File: config.mk
export PLATFORM = sky130hd
export DESIGN_NAME = hazard_ctrl
export DESIGN_NICKNAME = d
export VERILOG_FILES = /design/src/rtl/hazard_pkg.sv /design/src/rtl/hazard_ctrl_md_busy_cnt.sv /design/src/rtl/hazard_ctrl.sv
export SDC_FILE = /design/constraint.sdc
export NUM_CORES = 1
export LEC_CHECK = 0
export ABC_AREA = 1
export CAP_MARGIN = 5
export CORE_MARGIN = 3
export CORE_UTILIZATION = 38
export DETAILED_ROUTE_END_ITERATION = 7
export PLACE_DENSITY = 0.85
export SLEW_MARGIN = 20
export SYNTH_ARGS = -nofsm -noshare
export SYNTH_HDL_FRONTEND = slang
export SYNTH_SLANG_ARGS = --single-unit
File: constraint.sdc
create_clock -name vclk -period 2.1
set_clock_uncertainty 0.15 [all_clocks]
set_input_delay 0.42 -clock vclk [all_inputs]
set_output_delay 0.42 -clock vclk [all_outputs]
set_load 0.01 [all_outputs]
File: src/rtl/hazard_pkg.sv
// Shared constants and helpers for the pipeline hazard controller.
// Holds the mult/div latencies, the "operand unused" Tuse code and the busy-counter width.
package hazard_pkg;

    localparam int              CNT_W     = 4;
    localparam logic [CNT_W-1:0] MULT_LAT = 4'd5;
    localparam logic [CNT_W-1:0] DIV_LAT  = 4'd10;
    localparam logic [1:0]      TUSE_NONE = 2'b11;

    // Destination-side view of an in-flight instruction (E or M stage).
    typedef struct packed {
        logic [4:0] a3;
        logic [1:0] tnew;
        logic       we;
    } producer_t;

    // True when a source register read in D cannot yet be satisfied by forwarding.
    function automatic logic src_hazard(
        input logic [4:0] src,
        input logic [1:0] tuse,
        input producer_t  e,
        input producer_t  m
    );
        logic e_hit;
        logic m_hit;
        e_hit = e.we && (e.a3 == src) && (e.tnew > tuse);
        m_hit = m.we && (m.a3 == src) && (m.tnew > tuse);
        return (src != 5'd0) && (tuse != TUSE_NONE) && (e_hit || m_hit);
    endfunction

endpackage

File: src/rtl/hazard_ctrl_md_busy_cnt.sv
// Multiply/divide occupancy counter: loads the unit latency on an accepted start
// and counts down to idle; busy is a registered copy of (count != 0).
module md_busy_cnt
    import hazard_pkg::*;
(
    input  logic clk,
    input  logic reset,
    input  logic start,
    input  logic isdiv,
    input  logic kill,
    output logic busy
);

    logic [CNT_W-1:0] count;
    logic [CNT_W-1:0] count_nxt;

    always_comb begin
        // NOTE: default first so every path assigns count_nxt and no latch is inferred.
        count_nxt = count;
        if (count != '0) begin
            // A running operation is already committed; start and kill are ignored.
            count_nxt = count - CNT_W'(1);
        end else if (start && !kill) begin
            count_nxt = isdiv ? DIV_LAT : MULT_LAT;
        end
    end

    always_ff @(posedge clk) begin
        // NOTE: non-blocking assignments keep every flop sampling pre-edge values.
        if (reset) begin
            count <= '0;
            busy  <= 1'b0;
        end else begin
            count <= count_nxt;
            busy  <= (count_nxt != '0);
        end
    end

endmodule

File: src/rtl/hazard_ctrl.sv
// Pipeline hazard controller: GPR Tuse/Tnew stall detection, exception/eret flush
// and optional mult/div busy tracking (enabled by the HAZ_MDU_EN macro).
module hazard_ctrl
    import hazard_pkg::*;
(
    input  logic       clk,
    input  logic       reset,
    input  logic [4:0] rs_D,
    input  logic [4:0] rt_D,
    input  logic [1:0] Tuse_Rs_D,
    input  logic [1:0] Tuse_Rt_D,
    input  logic [4:0] A3_E,
    input  logic [1:0] Tnew_E,
    input  logic       GRF_WE_E,
    input  logic [4:0] A3_M,
    input  logic [1:0] Tnew_M,
    input  logic       GRF_WE_M,
    input  logic       MD_start_E,
    input  logic       MD_isdiv_E,
    input  logic       MD_use_D,
    input  logic       Exc_M,
    input  logic       eret_M,
    output logic       stall,
    output logic       clr_F_D,
    output logic       clr_D_E,
    output logic       md_busy
);

    producer_t prod_e;
    producer_t prod_m;
    logic      rs_hazard;
    logic      rt_hazard;
    logic      md_hazard;
    logic      flush;

    assign prod_e = '{a3: A3_E, tnew: Tnew_E, we: GRF_WE_E};
    assign prod_m = '{a3: A3_M, tnew: Tnew_M, we: GRF_WE_M};

    assign rs_hazard = src_hazard(rs_D, Tuse_Rs_D, prod_e, prod_m);
    assign rt_hazard = src_hazard(rt_D, Tuse_Rt_D, prod_e, prod_m);

`ifdef HAZ_MDU_EN
    md_busy_cnt u_md_busy_cnt (
        .clk   (clk),
        .reset (reset),
        .start (MD_start_E),
        .isdiv (MD_isdiv_E),
        .kill  (flush),
        .busy  (md_busy)
    );

    // A start in E counts as busy already, so a following HI/LO user waits.
    assign md_hazard = MD_use_D && (md_busy || MD_start_E);
`else
    logic unused_md;

    assign unused_md = ^{clk, reset, MD_start_E, MD_isdiv_E, MD_use_D};
    assign md_busy   = 1'b0;
    assign md_hazard = 1'b0;
`endif

    // A squashing flush overrides any stall so the redirect is never held off.
    assign flush   = Exc_M || eret_M;
    assign stall   = (rs_hazard || rt_hazard || md_hazard) && !flush;
    assign clr_F_D = flush;
    assign clr_D_E = stall || flush;

endmodule

==> impl_metrics.ini <==
[run_status]
status = complete, but fails checks
violations = negative setup slack

[timing]
final-setup-viol-count = 2
finalSetupTns_ps = -96.7
hold_viol = 0
rsz0062_at_grt = true
fin_crit_ps = 2180
fmaxAchievable_ghz = 0.460
fin_ws_ps = -76.1
whs_ps = 1180
fin_crit_sh = 1.04
final_max_slew_viol_count = 0

[logic_synthesis]
yosysTopAreaCell = nand2_1
synth_seq_area_share = 0
ys_types = 19
synth_top_family_by_area = simple AND/OR/NAND/NOR gates
syn_area_per_cell_um2 = 5.28
yosys.area_share.simple = 0.366
synth_nets = 162
synthAdderAreaFrac = 0.162
synthXorXnorAreaFrac = 0.184
synth_compound_area_frac = 0.105
synthMuxAreaShare = 0
syn_inst = 117
yosysWarnings = 0
synth.area.top_cells = nand2_1 (21%), ha_1 (16%), inv_1 (15%)
synth_area_um2 = 618
synth_top_area_share = 0.213

[critical_path]
crit_fanout = 2
cp-start-kind = primary input
crit_required_ps = 1530
worstSetupEndpoint = stall
crit_top_cell = nand2_1
cp-startpoint = Tuse_Rt_D[1]
crit_path_end_kind = output pin
cp_slowest_cell = ha_4
critPathMaxStageDelay_ps = 260
path_cells = buf_8, inv_8, ha_4, inv_1, nor2_2, o21ai_1, nor2_1, nand2_1, nand2_1, nand2_2, a21oi_2, buf_2
arrival_ps = 1610
path_class = primary input to output pin

[grt]
grt_pass1_vias = 720
grt_pass1_wl_um = 2930
grt.overflow.total = 0
grt_antenna_before_repair = 0
track_usage = 0.187
grt_max_degree = 5

[drt]
vias = 785
wl_met1_um = 802
drtPass1Iterations = 4
drt-initial-drc-count = 14
post_drt_wl_per_cell_um = 11.9
via_per_inst = 4.67
wl_met3_um = 119
drtAntennaViolNets = 0
topRoutingLayerUsed = met3
drc = 0
wl_um = 2000
wl_met2_um = 1070

[power_and_ir_drop]
p_switching_mw = 0.100
vdd_ir_drop_max_uv = 106
clockPowerShare = 0
pwr-share-comb = 1.000
leakage_nw = 0.571
p_per_area_mw_per_mm2 = 191
p_int_mw = 0.105
total_power_mw = 0.205
switching_share = 0.489
seqPwrFrac = 0

[place]
place_ws_ps = -1010
dp_cells = 167
dpl.hpwl_um = 1620
port_buffers = 35
gp_congestion = 0.827
postPlaceCellArea_um2 = 987

[die]
die_y_um = 46.3
pin_count = 41
fp.coreArea_mm2 = 0.00142
design.die.area_mm2 = 0.00215
fp-row-count = 13
dieWidth_um = 46.3
start_util = 0.437

[cells_and_area]
fin_nets = 200
area_growth_pct = 74.3
utilization = 0.761
antennaDiodeCount = 0
regArea_um2 = 0
design_area_mm2 = 0.00108
layout_common_cells = nand2_1 (34), dlygate4sd2_1 (23), inv_1 (18), nor2_1 (14), xnor2_1 (9)
layout_commonest_cell = nand2_1
drive_gt1_frac = 0.242
stdcell_count = 168
nClkBuffers = 0
seq_cells = 0

[cts]
hold_buffers = 0

[hold_path]
hold_class = primary input to output pin

[flow_run]
max-cap-violations = 0
==> critical path, delay by kind of cell <==
family	cells	cell delay [ps]
AOI/OAI and AO/OA	2	170
adders and majority gates	1	260
and+or+nand+nor	5	430
buffers and inverters	4	320
==> cell families (layout without fill, tap and decap cells) <==
| kind of cell | Yosys count | in the layout |
|---|---|---|
| other | 1 | 1 |
| adder cells (fa/ha/maj) | 8 | 8 |
| buffers and inverters | 28 | 64 |
| AND/OR/NAND/NOR | 57 | 57 |
| AO/OA/AOI/OAI | 10 | 10 |
| XOR/XNOR | 13 | 13 |
==> Yosys cell counts, drive strengths merged <==
master  number
nand2       37
inv         27
nor2        17
xnor2        9
ha           8
a21oi        4
xor2         4
o21bai       3
o21ai        2
a22o         1
buf          1
conb         1
nand3        1
nand4        1
nor3         1
==> worst min path at each step <==
stage	start	to	slack, ps	cells past startpoint
2_1_floorplan	Exc_M	clr_F_D	820	2
3_3_place_gp	Exc_M	stall	1760	5
3_5_place_dp	Exc_M	stall	1790	5
4_1_cts	Tuse_Rs_D[1]	stall	1170	7
5_1_grt	Tuse_Rt_D[0]	stall	1270	6
6_report	Tuse_Rs_D[1]	stall	1180	7
==> final cells by class <==
type / count / area, µm²
multi-input combinational: 89 / 612
fill: 126 / 338
timing repair buffer: 37 / 328
inverter: 27 / 119
tap: 15 / 18.8
==> routing by layer <==
| layer | up-vias | track usage |
|---|---|---|
| met5 | - | 0 |
| met4 | 0 | 0.0284 |
| met3 | 0 | 0.00391 |
| met2 | 29 | 0.374 |
| met1 | 335 | 0.218 |
| li1 | 421 | - |
==> timing repair <==
action,4_1_cts,5_1_grt
pin swaps,29,19
buffers inserted,1,0
endpoints found under the setup margin,3,2
resized for setup,88,12
==> power by group through the flow <==
stage	clock, mW	sequential [mW]	combinational [mW]
5_1_grt	0	0	0.227
6_report	0	0	0.205
2_1_floorplan	0	0	0.0872
3_3_place_gp	0	0	0.177
4_1_cts	0	0	0.189
3_5_place_dp	0	0	0.184
No activity file was read; power rests on OpenSTA's default activity.
